### config.mk
export PLATFORM = sky130hd
export DESIGN_NAME = chal_responder
export DESIGN_NICKNAME = d
export VERILOG_FILES = /design/src/rtl/chal_pkg.sv /design/src/rtl/chal_responder.sv
export SDC_FILE = /design/constraint.sdc
export NUM_CORES = 1
export LEC_CHECK = 0
export CAP_MARGIN = 20
export CELL_PAD_IN_SITES_DETAIL_PLACEMENT = 0
export CELL_PAD_IN_SITES_GLOBAL_PLACEMENT = 1
export CORE_UTILIZATION = 38
export CTS_CLUSTER_SIZE = 28
export DETAILED_ROUTE_END_ITERATION = 8
export PLACE_DENSITY = 0.85
export REMOVE_ABC_BUFFERS = 1
export SLEW_MARGIN = 20
export SYNTH_ARGS = -nofsm -noshare
export SYNTH_HDL_FRONTEND = slang
export SYNTH_SLANG_ARGS = --single-unit
### constraint.sdc
create_clock -name CLK -period 4 [get_ports CLK]
set_clock_uncertainty 0.05 [all_clocks]
set_input_delay 0.4 -clock CLK [delete_from_list [all_inputs] [get_ports CLK]]
set_output_delay 0.4 -clock CLK [all_outputs]
set_load 0.05 [all_outputs]
### src/rtl/chal_pkg.sv
// Shared definitions for both ends of the AES challenge-response link:
// FSM encodings, ASCII framing constants, frame lengths and hex helpers.
package chal_pkg;

  typedef enum logic [2:0] {
    ST_HUNT      = 3'd0,
    ST_HEX       = 3'd1,
    ST_EOL       = 3'd2,
    ST_AES_START = 3'd3,
    ST_AES_WAIT  = 3'd4,
    ST_SEND      = 3'd5
  } state_e;

  // ASCII constants
  localparam logic [7:0] ASCII_C     = 8'h43;
  localparam logic [7:0] ASCII_H     = 8'h48;
  localparam logic [7:0] ASCII_A     = 8'h41;
  localparam logic [7:0] ASCII_L     = 8'h4C;
  localparam logic [7:0] ASCII_R     = 8'h52;
  localparam logic [7:0] ASCII_E     = 8'h45;
  localparam logic [7:0] ASCII_S     = 8'h53;
  localparam logic [7:0] ASCII_P     = 8'h50;
  localparam logic [7:0] ASCII_COLON = 8'h3A;
  localparam logic [7:0] ASCII_LF    = 8'h0A;
  localparam logic [7:0] ASCII_CR    = 8'h0D;

  // Frame lengths and the last index of each field
  localparam int unsigned PFX_LEN  = 5;
  localparam int unsigned HEX_LEN  = 32;
  localparam int unsigned RESP_LEN = 38;
  localparam logic [2:0]  PFX_LAST  = 3'd4;
  localparam logic [4:0]  HEX_LAST  = 5'd31;
  localparam logic [5:0]  SEND_LAST = 6'd37;
  localparam logic [5:0]  SEND_HEX0 = 6'd5;   // first hex byte of the response

  typedef struct packed {
    logic       valid;
    logic [3:0] nib;
  } hex_nib_t;

  // Character idx of "CHAL:"
  function automatic logic [7:0] chal_pfx_char(input logic [2:0] idx);
    logic [7:0] c;
    case (idx)
      3'd0:    c = ASCII_C;
      3'd1:    c = ASCII_H;
      3'd2:    c = ASCII_A;
      3'd3:    c = ASCII_L;
      3'd4:    c = ASCII_COLON;
      default: c = 8'h00;
    endcase
    return c;
  endfunction

  // Character idx of "RESP:"
  function automatic logic [7:0] resp_pfx_char(input logic [2:0] idx);
    logic [7:0] c;
    case (idx)
      3'd0:    c = ASCII_R;
      3'd1:    c = ASCII_E;
      3'd2:    c = ASCII_S;
      3'd3:    c = ASCII_P;
      3'd4:    c = ASCII_COLON;
      default: c = 8'h00;
    endcase
    return c;
  endfunction

  // Nibble to uppercase ASCII hex
  function automatic logic [7:0] nibble_to_hex(input logic [3:0] n);
    logic [7:0] c;
    if (n < 4'd10) begin
      c = 8'h30 + {4'h0, n};
    end else begin
      c = 8'h37 + {4'h0, n};
    end
    return c;
  endfunction

  // ASCII hex (either case) to nibble, valid flag low for non-hex bytes
  function automatic hex_nib_t hex_to_nibble(input logic [7:0] c);
    hex_nib_t r;
    r.valid = 1'b0;
    r.nib   = 4'h0;
    if (c >= 8'h30 && c <= 8'h39) begin
      r.valid = 1'b1;
      r.nib   = c[3:0];
    end else if ((c >= 8'h41 && c <= 8'h46) || (c >= 8'h61 && c <= 8'h66)) begin
      r.valid = 1'b1;
      r.nib   = c[3:0] + 4'd9;
    end else begin
      r.valid = 1'b0;
    end
    return r;
  endfunction

endpackage

### src/rtl/chal_responder.sv
// Host-side responder: parses "CHAL:<32 hex>\n", runs the challenge through
// the external AES core and answers "RESP:<32 uppercase hex>\n" on uart_tx.
module chal_responder
  import chal_pkg::*;
#(
  parameter logic [127:0] KEY            = 128'hA5C3_DEAD_BEEF_CAFE_1337_FACE_B00B_C0DE,
  parameter logic [23:0]  TIMEOUT_CYCLES = 24'd1_200_000
) (
  input  logic         CLK,
  input  logic         rst_n,
  input  logic [7:0]   rx_data,
  input  logic         rx_data_valid,
  output logic [7:0]   tx_data,
  output logic         tx_data_valid,
  input  logic         tx_busy,
  output logic         aes_start,
  input  logic         aes_ready,
  output logic [127:0] aes_plaintext,
  output logic [127:0] aes_key,
  input  logic [127:0] aes_ciphertext,
  input  logic         aes_valid,
  output logic         busy,
  output logic         resp_done,
  output logic         err,
  output logic [15:0]  resp_count
);

  state_e         state_q;
  logic [2:0]     pfx_idx_q;
  logic [4:0]     hex_idx_q;
  logic [5:0]     send_idx_q;
  logic [23:0]    timer_q;
  logic [127:0]   plain_q;
  logic [127:0]   cipher_q;
  logic           outstanding_q;
  logic           tx_busy_prev_q;
  logic [7:0]     tx_data_q;
  logic           tx_valid_q;
  logic           aes_start_q;
  logic           busy_q;
  logic           resp_done_q;
  logic           err_q;
  logic [15:0]    resp_count_q;

  hex_nib_t       hex_s;
  logic           timed_s;
  logic           timeout_s;
  logic           tx_fall_s;
  logic [5:0]     nib_pos_s;
  logic [7:0]     tx_byte_s;

  assign aes_key       = KEY;
  assign aes_plaintext = plain_q;
  assign tx_data       = tx_data_q;
  assign tx_data_valid = tx_valid_q;
  assign aes_start     = aes_start_q;
  assign busy          = busy_q;
  assign resp_done     = resp_done_q;
  assign err           = err_q;
  assign resp_count    = resp_count_q;

  // Byte decode, inter-byte timeout detection and uart_tx completion edge
  always_comb begin
    hex_s   = hex_to_nibble(rx_data);
    timed_s = 1'b0;
    if (state_q == ST_HEX || state_q == ST_EOL) begin
      timed_s = 1'b1;
    end else if (state_q == ST_HUNT && pfx_idx_q != 3'd0) begin
      timed_s = 1'b1;
    end else begin
      timed_s = 1'b0;
    end
    timeout_s = timed_s && !rx_data_valid && (timer_q == TIMEOUT_CYCLES);
    tx_fall_s = tx_busy_prev_q && !tx_busy;
  end

  // Response byte for the current send index: prefix, nibble 31..0, LF
  always_comb begin
    nib_pos_s = 6'd0;
    tx_byte_s = ASCII_LF;
    if (send_idx_q < SEND_HEX0) begin
      tx_byte_s = resp_pfx_char(send_idx_q[2:0]);
    end else if (send_idx_q < SEND_LAST) begin
      nib_pos_s = 6'd36 - send_idx_q;
      tx_byte_s = nibble_to_hex(cipher_q[{nib_pos_s[4:0], 2'b00} +: 4]);
    end else begin
      tx_byte_s = ASCII_LF;
    end
  end

  // Main FSM with registered outputs; pulses default low each cycle
  always_ff @(posedge CLK or negedge rst_n) begin
    if (!rst_n) begin
      state_q        <= ST_HUNT;
      pfx_idx_q      <= 3'd0;
      hex_idx_q      <= 5'd0;
      send_idx_q     <= 6'd0;
      timer_q        <= 24'd0;
      plain_q        <= 128'd0;
      cipher_q       <= 128'd0;
      outstanding_q  <= 1'b0;
      tx_busy_prev_q <= 1'b0;
      tx_data_q      <= 8'd0;
      tx_valid_q     <= 1'b0;
      aes_start_q    <= 1'b0;
      busy_q         <= 1'b0;
      resp_done_q    <= 1'b0;
      err_q          <= 1'b0;
      resp_count_q   <= 16'd0;
    end else begin
      tx_valid_q     <= 1'b0;
      aes_start_q    <= 1'b0;
      resp_done_q    <= 1'b0;
      err_q          <= 1'b0;
      tx_busy_prev_q <= tx_busy;

      // A received byte always beats an expiring timer
      if (!timed_s || rx_data_valid || timeout_s) begin
        timer_q <= 24'd0;
      end else begin
        timer_q <= timer_q + 24'd1;
      end

      case (state_q)
        ST_HUNT: begin
          if (rx_data_valid) begin
            if (rx_data == chal_pfx_char(pfx_idx_q)) begin
              if (pfx_idx_q == PFX_LAST) begin
                state_q   <= ST_HEX;
                busy_q    <= 1'b1;
                hex_idx_q <= 5'd0;
                pfx_idx_q <= 3'd0;
              end else begin
                pfx_idx_q <= pfx_idx_q + 3'd1;
              end
            end else begin
              // A stray 'C' may itself start a new prefix
              pfx_idx_q <= (rx_data == ASCII_C) ? 3'd1 : 3'd0;
            end
          end else if (timeout_s) begin
            err_q     <= 1'b1;
            pfx_idx_q <= 3'd0;
          end else begin
            pfx_idx_q <= pfx_idx_q;
          end
        end

        ST_HEX: begin
          if (rx_data_valid) begin
            if (hex_s.valid) begin
              plain_q <= {plain_q[123:0], hex_s.nib};
              if (hex_idx_q == HEX_LAST) begin
                state_q <= ST_EOL;
              end else begin
                hex_idx_q <= hex_idx_q + 5'd1;
              end
            end else begin
              err_q     <= 1'b1;
              state_q   <= ST_HUNT;
              busy_q    <= 1'b0;
              pfx_idx_q <= (rx_data == ASCII_C) ? 3'd1 : 3'd0;
            end
          end else if (timeout_s) begin
            err_q     <= 1'b1;
            state_q   <= ST_HUNT;
            busy_q    <= 1'b0;
            pfx_idx_q <= 3'd0;
          end else begin
            hex_idx_q <= hex_idx_q;
          end
        end

        ST_EOL: begin
          if (rx_data_valid) begin
            if (rx_data == ASCII_LF) begin
              state_q <= ST_AES_START;
            end else if (rx_data == ASCII_CR) begin
              state_q <= ST_EOL;
            end else begin
              err_q     <= 1'b1;
              state_q   <= ST_HUNT;
              busy_q    <= 1'b0;
              pfx_idx_q <= 3'd0;
            end
          end else if (timeout_s) begin
            err_q     <= 1'b1;
            state_q   <= ST_HUNT;
            busy_q    <= 1'b0;
            pfx_idx_q <= 3'd0;
          end else begin
            state_q <= ST_EOL;
          end
        end

        ST_AES_START: begin
          // No timeout here: the AES core is trusted to become ready
          if (aes_ready) begin
            aes_start_q <= 1'b1;
            state_q     <= ST_AES_WAIT;
          end else begin
            state_q <= ST_AES_START;
          end
        end

        ST_AES_WAIT: begin
          if (aes_valid) begin
            cipher_q      <= aes_ciphertext;
            send_idx_q    <= 6'd0;
            outstanding_q <= 1'b0;
            state_q       <= ST_SEND;
          end else begin
            state_q <= ST_AES_WAIT;
          end
        end

        ST_SEND: begin
          if (outstanding_q) begin
            if (tx_fall_s) begin
              outstanding_q <= 1'b0;
              if (send_idx_q == SEND_LAST) begin
                resp_done_q  <= 1'b1;
                resp_count_q <= resp_count_q + 16'd1;
                state_q      <= ST_HUNT;
                busy_q       <= 1'b0;
                pfx_idx_q    <= 3'd0;
              end else begin
                send_idx_q <= send_idx_q + 6'd1;
              end
            end else begin
              outstanding_q <= 1'b1;
            end
          end else if (!tx_busy) begin
            tx_valid_q    <= 1'b1;
            tx_data_q     <= tx_byte_s;
            outstanding_q <= 1'b1;
          end else begin
            outstanding_q <= 1'b0;
          end
        end

        default: begin
          state_q   <= ST_HUNT;
          busy_q    <= 1'b0;
          pfx_idx_q <= 3'd0;
        end
      endcase
    end
  end

endmodule
==> results of run 1 <==
==> kinds of logic after synthesis <==
group,count (synthesis)
buffers and inverters,219
adders and majority gates,24
AOI/OAI and AO/OA,89
xor gates and xnor gates,46
muxes,185
other,2
and+or+nand+nor,578
DFF,327
==> where the power goes <==
group / internal (mW) / switching, mW
logic: 1.10 / 1.23
registers: 3.94 / 0.375
clock network: 2.37 / 1.40
total: 7.42 / 3.00
==> flip-flops by register name, summed over array words and instances, names as in the netlist <==
register,cells
hex_idx_q,5
tx_data_valid,1
resp_done,1
busy,1
pfx_idx_q,3
tx_busy_prev_q,1
send_idx_q,6
aes_plaintext,128
state_q,3
resp_count,16
tx_data,7
cipher_q,128
outstanding_q,1
err,1
timer_q,24
aes_start,1
==> area by class of cell <==
type / count / area share (%)
Antenna cell: 1 / 0.0123
Clock buffer: 55 / 5.62
Clock inverter: 13 / 1.16
Inverter: 26 / 0.481
Multi-Input combinational cell: 1051 / 33.2
Sequential cell: 327 / 40.4
Tap cell: 532 / 3.28
Timing Repair Buffer: 318 / 15.9
==> through the flow <==
stage / setup slack, ns / hold WS, ns
after floorplan: -1.16 / 0.0544
after global placement: 0.460 / 0.409
after detailed placement: 0.303 / 0.420
after CTS: 0.618 / 0.315
after global routing: 0.404 / 0.358
final: 0.658 / 0.347
==> layer usage <==
metal  track usage [%]  vias up  part of all wire (%)
li1                  -     5254                     -
met1              21.7     5431                    42
met2              28.6      301                    49
met3              4.77       56                   6.6
met4              5.08        4                   2.3
met5                 0        -                 0.074
==> path summary, 6_finish.rpt <==
kind / start / endpoint / slack (ns)
max: send_idx_q[2]$_DFFE_PN0P_ / tx_data[2]$_DFFE_PN0P_ / 0.66
max reg2reg: send_idx_q[2]$_DFFE_PN0P_ / tx_data[2]$_DFFE_PN0P_ / 0.66
min in group asynchronous: rst_n / aes_plaintext[23]$_DFFE_PN0P_ / 0.43
min: tx_busy / tx_busy_prev_q$_DFF_PN0_ / 0.35
max in group asynchronous: rst_n / err$_DFF_PN0_ / 2.45
min reg2reg: aes_plaintext[125]$_DFFE_PN0P_ / aes_plaintext[125]$_DFFE_PN0P_ / 0.43
==> worst reg2reg max path, cell delays in order (launching register included) <==
cell     delay [ns]
dfrtp_1        0.54
inv_1          0.18
ha_1           0.52
buf_12         0.21
mux4_2         0.31
mux2i_1        0.15
mux2i_1        0.12
mux2i_1        0.34
ha_1           0.23
nor2b_1        0.18
mux2i_1        0.26
a31oi_1        0.12
==> cells in the final DEF, fill, tap and decap left out, drive strengths merged, types with 4 or more instances in the layout <==
| cell | instances |
|---|---|
| a211oi | 6 |
| nand3 | 23 |
| or3 | 8 |
| bufinv | 6 |
| and2 | 5 |
| conb | 129 |
| clkdlybuf4s50 | 296 |
| nand2b | 4 |
| inv | 27 |
| nor2b | 4 |
| nor3 | 12 |
| clkinv | 4 |
| nand4 | 9 |
| a21oi | 12 |
| o21ai | 34 |
| xor2 | 25 |
| nor2 | 68 |
| dfrtp | 327 |
| mux4 | 36 |
| nand2 | 412 |
| mux2i | 18 |
| o21bai | 4 |
| mux2 | 131 |
| buf | 21 |
| a31oi | 5 |
| ha | 24 |
| clkbuf | 55 |
| nor4 | 5 |
| and3 | 10 |
| xnor2 | 21 |
==> impl_metrics.tcl, run 1 <==
set metrics [dict create \
    hold_path_depth 1 \
    synthAdderAreaFrac_pct 1.91 \
    antenna_found_initial 3 \
    synth_mux_area_share_pct 15.8 \
    grt_pass1_wl_um 57500 \
    area_growth_syn_to_layout_pct 28.7 \
    postRouteAntennaNets 0 \
    cts_hold_buf 1 \
    dieArea_um2 42300 \
    critPathKind "flip-flop to flip-flop" \
    worstRegToRegCells 11 \
    ys_types 73 \
    start_util_pct 38.6 \
    p_leak_nw 9.72 \
    ys_ff_latch 327 \
    endpoint_kind "flip-flop" \
    max_freq_ghz 0.299 \
    fill_cells 3665 \
    tritoncts "done" \
    crit_family "multiplexers" \
    seq_area_frac_synth_pct 52.0 \
    fin_nets 1929 \
    avgSynthCellArea_um2 10.7 \
    place_area_um2 18900 \
    finalMaxSlewViolations 0 \
    cts_buffers 39 \
    setup_viol 0 \
    stdcell_count 2323 \
    drcViolationCount 0 \
    post-cts-setup-buffers 0 \
    hpwlAfterDp_um 25800 \
    ys.flop_type "dfrtp_1" \
    path_max_fanout 16 \
    synthTopCellsByArea "dfrtp_1, nand2_1, mux2_2" \
    synth_compound_area_share_pct 3.81 \
    place.gp.congestion 0.840 \
    clock_tree.buffer_depth 3 \
    synthTopCellsByCount "nand2_1, dfrtp_1, mux2_2, buf_4, nor2_1" \
    cpMostUsedCell "mux2i_1" \
    status "finished, final reports clean" \
    netlist.area_leader.share_pct 52.0 \
    drive_above_1_share_pct 14.8 \
    portBuffers 297 \
    die_h_um 206 \
    grt_max_degree 133 \
    viasPerCell 4.76 \
    synth_edf_count 0 \
    firstDrtPassIters 4 \
    cts_resized 0 \
    cap_violations 0 \
    multi_input_area_um2 6730 \
    cp.arrival_ns 3.71 \
    die_x_um 206 \
    crit_required_ns 4.36 \
    path_depth 11 \
    stdcell_area_um2 20300 \
    hp-class "primary input to flip-flop" \
    path_clk_slew_ns 0.06 \
    slowest_delay_ns 0.54 \
    io_pins 427 \
    tightest_slew_ns 0.776 \
    final_util_pct 49.7 \
    netlist_area_um2 15700 \
    total_power_mw 10.4 \
    fin_crit_sh_pct 83.5 \
    yosysWarningCount 0 \
    synth_most_common_cell "nand2_1" \
    synth.largest_area_cell "dfrtp_1" \
    insertion_delay_ns 0.55 \
    syn_inst 1470 \
    irDropWorstVdd_uv 421 \
    dr_total_vias 11046 \
    cts_root_buf "clkbuf_16" \
    tns_ns 0 \
    synthArstFlopShare_pct 100 \
    crit_path_cell_trace "inv_1 -> ha_1 -> buf_12 -> mux4_2 -> mux2i_1 -> mux2i_1 -> mux2i_1 -> ha_1 -> nor2b_1 -> mux2i_1 -> a31oi_1" \
    gr-usage-all-layers_pct 17.2 \
    synthSimpleGateAreaFrac_pct 15.3 \
    rsz0062_at_grt "no" \
    relSlewSlack_pct 48.2 \
    cts.sinks 327 \
    rows 74 \
    worst_setup_path_start_kind "flip-flop" \
    coreArea_um2 40800 \
    synth_xor_xnor_area_share_pct 2.65 \
    wl_per_cell_um 15.7 \
    path_buf_inv 2 \
    power_density_nw_per_um2 514 \
    hold_viol 0 \
    grt_pass1_vias 10782 \
    drt_iter0_drc 575 \
    numPlacedInstances 2253 \
    globalRouteOverflowTotal 0 \
    synth_top_family_by_area "multiplexers" \
    regArea_um2 8180 \
    drt-total-wl_um 36600 \
    cts.htree.levels 2 \
    cpMaxStageDelayCell "dfrtp_1" \
    min_period_ns 3.34 \
]
Power figures use the tool's default switching activity.
==> run 2: changes to the inputs <==
Clock period 4 ns to 3.33 ns, I/O delays scaled along.
==> run 2 against run 1 <==
- combinational power up 21%
- worst hold slack worse by 0.087 ns
- non-clock buffer count up 12
- sequential power up 20%
- die area unchanged
- worst setup slack worse by 0.49 ns
- global-route usage up 0.37 points
==> impl_metrics.tcl, run 2 (same netlist as run 1, synthesis figures left out) <==
set metrics [dict create \
    status "finished, final reports clean" \
    cts.htree.levels 2 \
    layout_commonest_cell "nand2_1" \
    die_h_um 206 \
    critPathKind "flip-flop to flip-flop" \
    regArea_um2 8180 \
    slowest_delay_ns 0.37 \
    path_buf_inv 2 \
    fill_cells 3648 \
    cts_root_buf "clkbuf_16" \
    power_density_nw_per_um2 610 \
    postRouteAntennaNets 0 \
    rsz0062_at_grt "no" \
    crit_path_cell_trace "inv_2 -> ha_1 -> ha_1 -> buf_4 -> mux4_2 -> mux2i_1 -> mux2i_1 -> mux2i_1 -> ha_1 -> o21a_1 -> o21ai_0 -> a21oi_1 -> o22a_1" \
    endpoint_kind "flip-flop" \
    drive_above_1_share_pct 15.6 \
    die_x_um 206 \
    regToRegStartpoint "send_idx_q[0]$_DFFE_PN0P_" \
    path_max_fanout 16 \
    hp-class "primary input to flip-flop" \
    cts_buffers 39 \
    setup_viol 0 \
    firstDrtPassIters 5 \
    grt_max_degree 125 \
    hold_viol 0 \
    rows 74 \
    drt-total-wl_um 36700 \
    stdcell_count 2340 \
    antenna_found_initial 3 \
    io_pins 427 \
    start_util_pct 38.6 \
    min_period_ns 3.16 \
    min-delay-start "tx_busy" \
    total_power_mw 12.4 \
    crit_family "multiplexers" \
    tightest_slew_ns 0.782 \
    relSlewSlack_pct 47.8 \
    crit_required_ns 3.79 \
    cts.sinks 327 \
    area_growth_syn_to_layout_pct 29.3 \
    grt_pass1_vias 11036 \
    grt_pass1_wl_um 58600 \
    fin_crit_sh_pct 95.0 \
    globalRouteOverflowTotal 0 \
    fin_nets 1941 \
    dr_total_vias 11140 \
    insertion_delay_ns 0.56 \
    mostFrequentLayoutCells "nand2_1, dfrtp_1, clkdlybuf4s50_1, mux2_2, conb_1" \
    drcViolationCount 0 \
    p_leak_nw 9.78 \
    cp-startpoint "send_idx_q[0]$_DFFE_PN0P_" \
    portBuffers 297 \
    gr-usage-all-layers_pct 17.5 \
    multi_input_area_um2 6730 \
    finalMaxSlewViolations 0 \
    max_freq_ghz 0.316 \
    drt_iter0_drc 633 \
    dieArea_um2 42300 \
    worst_setup_path_start_kind "flip-flop" \
    path_clk_slew_ns 0.06 \
    numPlacedInstances 2265 \
    coreArea_um2 40800 \
    clock_tree.buffer_depth 3 \
    wl_per_cell_um 15.7 \
    tritoncts "done" \
    place.gp.congestion 0.827 \
    irDropWorstVdd_uv 473 \
    cp.arrival_ns 3.62 \
    hpwlAfterDp_um 26100 \
    viasPerCell 4.76 \
    cap_violations 0 \
    cpMaxStageDelayCell "dfrtp_1" \
]
==> run 2: cell types whose count changed in the layout (fill, tap and decap cells not counted), moves of 3 or more <==
cell,change
buf_4,+11
clkbuf_1,-3
clkinv_4,+5
diode_2,+3
==> run 2: routing by layer <==
layer | vias up | GRT usage, % | part of all wire (%)
met5 | - | 0 | 0
met4 | 0 | 6.30 | 2.4
li1 | 5277 | - | -
met1 | 5486 | 21.9 | 42
met2 | 323 | 29.3 | 50
met3 | 54 | 4.39 | 6.2
==> run 2: path summary, 6_finish.rpt <==
path / cells past startpoint / endpoint / slack [ns]
worst max-delay path: 13 / tx_data[4]$_DFFE_PN0P_ / 0.17
worst min register to register: 1 / resp_count[15]$_DFFE_PN0P_ / 0.42
worst max register to register: 13 / tx_data[4]$_DFFE_PN0P_ / 0.17
min in group asynchronous: 2 / aes_plaintext[14]$_DFFE_PN0P_ / 0.31
worst min-delay path: 1 / tx_busy_prev_q$_DFF_PN0_ / 0.26
max in group asynchronous: 3 / aes_plaintext[5]$_DFFE_PN0P_ / 2.11
==> run 2: timing repair <==
action / in CTS / in global routing
hold buffers: 1 / 0
endpoints found under the setup margin: 0 / 1
setup buffers: 0 / 0
endpoints found under the hold margin: 74 / 0
gates resized for setup: 0 / 1
==> run 2: metrics by stage <==
step / TNS [ns] / utilization [%] / instance area (um2) / hold WS [ns] / setup WS [ns]
5_1_grt: 0 / 49.9 / 20400 / 0.251 / 0.00248
2_1_floorplan: -243.52 / - / 15000 / -0.0126 / -1.83
3_3_place_gp: 0 / 46.5 / 19000 / 0.326 / 0.131
4_1_cts: 0 / 49.8 / 20400 / 0.230 / 0.164
3_5_place_dp: 0 / 46.5 / 19000 / 0.327 / 0.0491
6_report: 0 / 49.9 / 20400 / 0.260 / 0.167
==> run 2: cell type report <==
class / instances / share of cell area (%)
clock buffer: 52 / 5.43
antenna: 4 / 0.0492
clock inverter: 18 / 1.22
tap: 532 / 3.27
multi-input combinational: 1051 / 33.0
sequential: 327 / 40.2
inverter: 26 / 0.479
timing repair buffer: 330 / 16.3
==> run 2: where the power goes <==
part | total [mW] | internal (mW) | switching [mW]
Clock | 4.41 | 2.67 | 1.74
Combinational | 2.82 | 1.34 | 1.48
Sequential | 5.19 | 4.74 | 0.456
Total | 12.4 | 8.74 | 3.68
